<file path="config.mk">
export PLATFORM = sky130hd
export DESIGN_NAME = alu_mdu
export DESIGN_NICKNAME = d
export VERILOG_FILES = /design/src/rtl/alu_pkg.sv /design/src/rtl/mdu_iter.sv /design/src/rtl/alu_mdu.sv
export SDC_FILE = /design/constraint.sdc
export NUM_CORES = 1
export LEC_CHECK = 0
export BUFFER_PORTS_ARGS = -buffer_cell sky130_fd_sc_hd__buf_2
export CAP_MARGIN = 20
export CELL_PAD_IN_SITES_DETAIL_PLACEMENT = 0
export CELL_PAD_IN_SITES_GLOBAL_PLACEMENT = 2
export CORE_MARGIN = 2
export CORE_UTILIZATION = 38
export CTS_CLUSTER_DIAMETER = 60
export DETAILED_ROUTE_END_ITERATION = 8
export HOLD_SLACK_MARGIN = 0.03
export MAX_ROUTING_LAYER = met4
export PLACE_DENSITY_LB_ADDON = 0.1
export SLEW_MARGIN = 20
export SYNTH_ARGS = -nofsm -noshare
export SYNTH_HDL_FRONTEND = slang
export SYNTH_SLANG_ARGS = --single-unit
</file>
<file path="constraint.sdc">
create_clock -name clk -period 5.8 [get_ports clk]
set_input_delay 0.58 -clock clk [delete_from_list [all_inputs] [get_ports clk]]
set_output_delay 0.58 -clock clk [all_outputs]
set_load 0.02 [all_outputs]
</file>
<file path="src/rtl/alu_pkg.sv">
// alu_pkg: shared ALU op codes and handshake FSM state type
package alu_pkg;
  localparam logic [3:0] OP_ADD  = 4'b0000;
  localparam logic [3:0] OP_SLL  = 4'b0001;
  localparam logic [3:0] OP_LESS = 4'b0010;
  localparam logic [3:0] OP_XOR  = 4'b0100;
  localparam logic [3:0] OP_SRL  = 4'b0101;
  localparam logic [3:0] OP_OR   = 4'b0110;
  localparam logic [3:0] OP_AND  = 4'b0111;
  localparam logic [3:0] OP_SUB  = 4'b1000;
  localparam logic [3:0] OP_SRA  = 4'b1101;
  localparam logic [4:0] OP_MUL   = 5'b10000;
  localparam logic [4:0] OP_MULHU = 5'b10001;
  localparam logic [4:0] OP_DIV   = 5'b10100;
  localparam logic [4:0] OP_DIVU  = 5'b10101;
  localparam logic [4:0] OP_REM   = 5'b10110;
  localparam logic [4:0] OP_REMU  = 5'b10111;
  typedef enum logic [1:0] {IDLE, MUL, DIV, DONE} alu_state_t;
endpackage

</file>
<file path="src/rtl/mdu_iter.sv">
// mdu_iter: one-bit-per-cycle shift-add multiplier and restoring divider
// Ports: clk, rst_n (async active-low), flush (abort), start + op/a/b (load operands);
//   last is high during the final iteration, when res already holds the final value.
module mdu_iter
  import alu_pkg::*;
#(
  parameter int WIDTH = 32
) (
  input  logic             clk,
  input  logic             rst_n,
  input  logic             flush,
  input  logic             start,
  input  logic [4:0]       op,
  input  logic [WIDTH-1:0] a,
  input  logic [WIDTH-1:0] b,
  output logic             last,
  output logic [WIDTH-1:0] res
);
  localparam int CW = $clog2(WIDTH) + 1;
  logic [CW-1:0] cnt;
  logic [2*WIDTH-1:0] acc, acc_n;
  logic [WIDTH-1:0] mc, half, a_mag, b_mag;
  logic [WIDTH:0] sum, shl, diff;
  logic is_div, sel_hi, neg;
  logic s_div, s_sgn, s_hi, s_neg, a_neg, b_neg;
  assign s_div = op inside {OP_DIV, OP_DIVU, OP_REM, OP_REMU};
  assign s_sgn = op == OP_DIV || op == OP_REM;
  assign s_hi  = op == OP_MULHU || op == OP_REM || op == OP_REMU;
  assign a_neg = s_sgn && a[WIDTH-1];
  assign b_neg = s_sgn && b[WIDTH-1];
  assign a_mag = a_neg ? -a : a;
  assign b_mag = b_neg ? -b : b;
  // Quotient sign is left alone on divide-by-zero so it stays all ones;
  // the remainder always follows the dividend.
  assign s_neg = s_div && (s_hi ? a_neg : (a_neg ^ b_neg) && |b);
  // acc holds {high product, multiplier} or {partial remainder, dividend/quotient}
  assign sum  = {1'b0, acc[2*WIDTH-1:WIDTH]} + (acc[0] ? {1'b0, mc} : '0);
  assign shl  = acc[2*WIDTH-1:WIDTH-1];
  assign diff = shl - {1'b0, mc};
  assign acc_n = is_div ? (diff[WIDTH] ? {shl[WIDTH-1:0], acc[WIDTH-2:0], 1'b0}
                                       : {diff[WIDTH-1:0], acc[WIDTH-2:0], 1'b1})
                        : {sum, acc[WIDTH-1:1]};
  assign half = sel_hi ? acc_n[2*WIDTH-1:WIDTH] : acc_n[WIDTH-1:0];
  assign res  = neg ? -half : half;
  assign last = cnt == CW'(1);
  always_ff @(posedge clk or negedge rst_n) begin
    if (!rst_n) begin
      cnt <= '0;
      acc <= '0;
      mc <= '0;
      is_div <= 1'b0;
      sel_hi <= 1'b0;
      neg <= 1'b0;
    end else if (flush) begin
      cnt <= '0;
    end else if (start) begin
      cnt <= CW'(WIDTH);
      acc <= {{WIDTH{1'b0}}, s_div ? a_mag : a};
      mc <= s_div ? b_mag : b;
      is_div <= s_div;
      sel_hi <= s_hi;
      neg <= s_neg;
    end else if (cnt != '0) begin
      cnt <= cnt - CW'(1);
      acc <= acc_n;
    end
  end
endmodule

</file>
<file path="src/rtl/alu_mdu.sv">
// alu_mdu: handshaked RV32I ALU with iterative RV32M multiply/divide
// Ports: clk, rst_n (async active-low), flush (sync abort of any op);
//   in_valid/in_ready + op1, op2, alu_op: request, accepted only in IDLE;
//   out_valid/out_ready + result, zero: registered result held until taken.
module alu_mdu
  import alu_pkg::*;
#(
  parameter int WIDTH  = 32,
  parameter int EN_MDU = 1
) (
  input  logic             clk,
  input  logic             rst_n,
  input  logic             flush,
  input  logic             in_valid,
  output logic             in_ready,
  input  logic [WIDTH-1:0] op1,
  input  logic [WIDTH-1:0] op2,
  input  logic [4:0]       alu_op,
  output logic             out_valid,
  input  logic             out_ready,
  output logic [WIDTH-1:0] result,
  output logic             zero
);
  localparam int SHAMT_W = $clog2(WIDTH);
  alu_state_t state;
  logic [WIDTH-1:0] base, mdu_res;
  logic [SHAMT_W-1:0] shamt;
  logic is_mul, is_div, accept, mdu_last;
  assign shamt  = op2[SHAMT_W-1:0];
  assign is_mul = EN_MDU != 0 && (alu_op == OP_MUL || alu_op == OP_MULHU);
  assign is_div = EN_MDU != 0 && alu_op inside {OP_DIV, OP_DIVU, OP_REM, OP_REMU};
  assign accept = in_valid && in_ready && !flush;
  // Any bit4 code not taken by the MDU, and any unknown base code, is an ADD.
  always_comb begin
    base = op1 + op2;
    case (alu_op[4] ? OP_ADD : alu_op[3:0])
      OP_SUB:  base = op1 - op2;
      OP_AND:  base = op1 & op2;
      OP_OR:   base = op1 | op2;
      OP_XOR:  base = op1 ^ op2;
      OP_LESS: base = {{(WIDTH-1){1'b0}}, $signed(op1) < $signed(op2)};
      OP_SLL:  base = op1 << shamt;
      OP_SRL:  base = op1 >> shamt;
      OP_SRA:  base = $signed(op1) >>> shamt;
      default: ;
    endcase
  end
  mdu_iter #(.WIDTH(WIDTH)) u_mdu (
    .clk(clk),
    .rst_n(rst_n),
    .flush(flush),
    .start(accept && (is_mul || is_div)),
    .op(alu_op),
    .a(op1),
    .b(op2),
    .last(mdu_last),
    .res(mdu_res)
  );
  always_ff @(posedge clk or negedge rst_n) begin
    if (!rst_n) begin
      state <= IDLE;
      result <= '0;
      zero <= 1'b0;
      out_valid <= 1'b0;
      in_ready <= 1'b1;
    end else if (flush) begin
      state <= IDLE;
      out_valid <= 1'b0;
      in_ready <= 1'b1;
    end else begin
      case (state)
        IDLE: if (in_valid) begin
          in_ready <= 1'b0;
          if (is_mul) state <= MUL;
          else if (is_div) state <= DIV;
          else begin
            state <= DONE;
            result <= base;
            zero <= base == '0;
            out_valid <= 1'b1;
          end
        end
        MUL, DIV: if (mdu_last) begin
          state <= DONE;
          result <= mdu_res;
          zero <= mdu_res == '0;
          out_valid <= 1'b1;
        end
        DONE: if (out_ready) begin
          state <= IDLE;
          out_valid <= 1'b0;
          in_ready <= 1'b1;
        end
      endcase
    end
  end
endmodule
</file>
==> out/metrics.yaml <==
worst_setup_path:
  criticalPathCategory: "reg -> reg"
  critPathCaptureType: "flop"
  cp_max_fo: 15
  startpoint_type: "flop"
  reg2reg_depth: 18
  r2r_end: "zero$_DFFE_PN0P_"
  ff2ff_setup_slack_ns: 0.28
  cp.required_ns: 6.14
  worstPathArrival_ns: 5.87
  r2r-start: "u_mdu.acc[0]$_DFFE_PN0P_"
route:
  drtIter0Drc: 2167
  vias_per_cell: 6.33
  wl_per_cell_um: 28.0
  drc: 0
  vias: 24400
  routed_wl_um: 108000
  ant_nets: 0
  firstDrtPassIters: 8
synth:
  synth_flop_cell: "dfrtp_1"
  yosysWarnings: 0
  ys_ff_latch: 142
  synth_area_per_cell_sq_um: 7.31
  synth_enable_flop_cells: 0
  ys_async_sr_fraction_pct: 100
  yosys-top-cells-count: "364 x nand2_1, 302 x nor2_1, 290 x o21ai_0, 256 x a21oi_1, 187 x clkbuf_1"
  synth_area_leader_cell: "dfrtp_1"
  syn_nets: 3281
  synthCells: 3035
  yosysMostFrequentCell: "nand2_1"
  netlist_top_cells_area: "dfrtp_1 16%, ha_1 9.5%, o21ai_0 6.5%"
  synth-seq-area-share_pct: 16.0
  synthesis.area_sq_mm: 0.0222
  synthDominantCellAreaShare_pct: 15.9
  synth_cell_types: 102
place:
  placed_area_sq_mm: 0.0240
  dp_cells: 3823
  hpwlAfterDp_um: 84800
  io_buffers: 108
  gp_congestion: 1.03
  pre_cts_slack_ns: 0.289
global_route:
  grt_first_pass_wirelength_um: 158000
  overflow: 0
  use_met1_pct: 46.6
  gr-usage-met3_pct: 3.09
  grt_pass1_vias: 23800
  use_met2_pct: 57.7
  grt-busiest-layer: "met2"
  antenna_found_initial: 8
  grt_max_degree: 97
  groute.usage.overall_pct: 36.2
finish:
  syn_to_final_growth_pct: 11.1
  multiInputGateArea_sq_mm: 0.0173
  fin_cells: 3859
  fin_area_sq_mm: 0.0246
  regArea_sq_mm: 0.00356
  fill_cells: 6144
  drive_above_1_share_pct: 13.7
  final_nets: 3323
timing:
  setup_tns_ns: 0
  fin_crit_sh_pct: 95.2
  finalClockSkew_ns: 0.0189
  hold_viol: 0
  fin_ws_ns: 0.278
  maxSlewViolCount: 0
  setup_violations: 0
  period_minus_slack_ns: 5.52
  rsz0062_at_grt: "false"
  tightest_slew_ns: 1.05
  fmax_mhz: 181
  slew_headroom_pct: 30.0
pwr:
  ir_worst_vdd_mv: 0.297
  clkPwrFrac_pct: 9.9
  p_comb_share_pct: 73.7
  p_per_area_mw_per_mm2: 478
  p_total_w: 0.0118
  p_seq_share_pct: 16.4
  leakage_nw: 10.7
  swShare_pct: 56.1
  switchingPower_w: 0.00661
  internal_power_w: 0.00516
floorplan:
  rows: 88
  fp.dieH_um: 246
  io_pins: 109
  dieArea_sq_mm: 0.0603
  start_util_pct: 38.4
  core_region_area_sq_mm: 0.0577
  die_w_um: 246
clock_network:
  clk_latency_ns: 0.46
  holdBufCountCts: 0
  numCtsBuffers: 17
  cts_tree: "built"
  cts_max_level: 4
  cts_root_buf: "clkbuf_16"
  cts_sinks: 142
  clk_path_buf_depth: 2
  clk_pin_slew_ns: 0.08
run:
  maxCapViolations: 0
status:
  status: "finished, final reports clean"
min_path:
  min_path_type: "in -> async"
## per-layer routing
metal	up-vias	wire [um]	share of wire, %
met5	-	0	0
met1	12000	46100	43
met2	1061	50000	46
met4	0	5470	5.1
met3	219	6510	6.0
li1	11200	-	-
## worst max-delay path: stages, from the launching register on
cell	delay (ns)
dfrtp_1	0.40
buf_4	0.20
and2_1	0.16
ha_1	0.34
a21oi_1	0.27
o21ai_0	0.27
a2111oi_0	0.63
a21oi_1	0.34
a31o_2	0.36
a311oi_1	0.29
nor3_1	0.08
a21oi_1	0.35
a21o_1	0.25
nand3_1	0.11
or3_1	0.42
o31ai_1	0.29
xor2_1	0.28
nor4_2	0.09
a221o_1	0.30
## how the worst max path moves through the flow
| stage | startpoint | slack [ns] | endpoint |
|---|---|---|---|
| 4_1_cts | u_mdu.acc[31]$_DFFE_PN0P_ | 0.26 | zero$_DFFE_PN0P_ |
| 5_1_grt | u_mdu.acc[31]$_DFFE_PN0P_ | 0.009 | zero$_DFFE_PN0P_ |
| 6_report | u_mdu.acc[0]$_DFFE_PN0P_ | 0.28 | zero$_DFFE_PN0P_ |
| 2_1_floorplan | op2[1] | 0.35 | zero$_DFFE_PN0P_ |
| 3_3_place_gp | u_mdu.acc[0]$_DFFE_PN0P_ | 0.42 | zero$_DFFE_PN0P_ |
| 3_5_place_dp | u_mdu.acc[31]$_DFFE_PN0P_ | 0.29 | zero$_DFFE_PN0P_ |
## kinds of logic after synthesis
family                     Yosys count  synth area share [%]
AOI/OAI and AO/OA                 1019                  29.7
buffers and inverters              379                  6.56
and+or+nand+nor                   1002                  20.8
DFF                                142                  16.0
xor gates and xnor gates           147                  5.81
adders and majority gates          172                  9.84
muxes                              174                  11.3
## flip-flops by register name, summed over array words and instances, names as in the netlist
signal / flops
out_valid: 1
u_mdu.mc: 32
result: 32
u_mdu.sel_hi: 1
u_mdu.neg: 1
u_mdu.cnt: 6
state: 2
u_mdu.acc: 64
u_mdu.is_div: 1
in_ready: 1
zero: 1
## what timing repair did
item	CTS	global route
setup buffers	0	0
endpoints found under the setup margin	0	3
gates resized for setup	0	4
## cell type report
type / count / area share, %
Clock buffer: 17 / 1.73
Inverter: 154 / 2.35
Multi-Input combinational cell: 2514 / 70.1
Clock inverter: 15 / 0.747
Tap cell: 765 / 3.89
Timing Repair Buffer: 248 / 6.70
Sequential cell: 142 / 14.5
Antenna cell: 4 / 0.0406
## cell usage in the layout, fill, tap and decap left out, types with 20 or more instances in the layout
master / Yosys / final
buf_2: 5 / 106
a22o_1: 28 / 28
ha_1: 168 / 168
xnor2_1: 109 / 109
o22ai_1: 24 / 24
a31oi_1: 46 / 46
xor2_1: 38 / 38
o31ai_1: 20 / 20
o21bai_1: 22 / 21
nor2_1: 302 / 301
o211ai_1: 33 / 33
inv_1: 148 / 148
a21o_1: 44 / 44
a221oi_1: 21 / 21
nand2_1: 364 / 363
buf_4: 0 / 137
dfrtp_1: 141 / 139
and2_1: 46 / 46
nand3_1: 55 / 55
a21oi_1: 256 / 255
a211oi_1: 47 / 47
mux4_2: 59 / 59
nor3_1: 55 / 51
mux2i_1: 100 / 100
nand4_1: 24 / 24
o21ai_0: 290 / 290
o221ai_1: 20 / 20
nor4_1: 27 / 25
## power groups by stage
stage | sequential [W] | clock, W | combinational [W]
after floorplan | 0.00184 | 0 | 0.00572
after global placement | 0.00191 | 0 | 0.00851
after detailed placement | 0.00193 | 0 | 0.00850
after CTS | 0.00191 | 0.00118 | 0.00856
after global routing | 0.00198 | 0.00122 | 0.00941
final | 0.00193 | 0.00116 | 0.00868
## metrics by stage
step	hold slack (ns)	util, %
6_report	0.109	42.7
5_1_grt	0.147	42.7
4_1_cts	0.130	42.6
3_5_place_dp	0.473	41.6
3_3_place_gp	0.467	41.6
2_1_floorplan	0.284	-
Power figures use the tool's default switching activity.
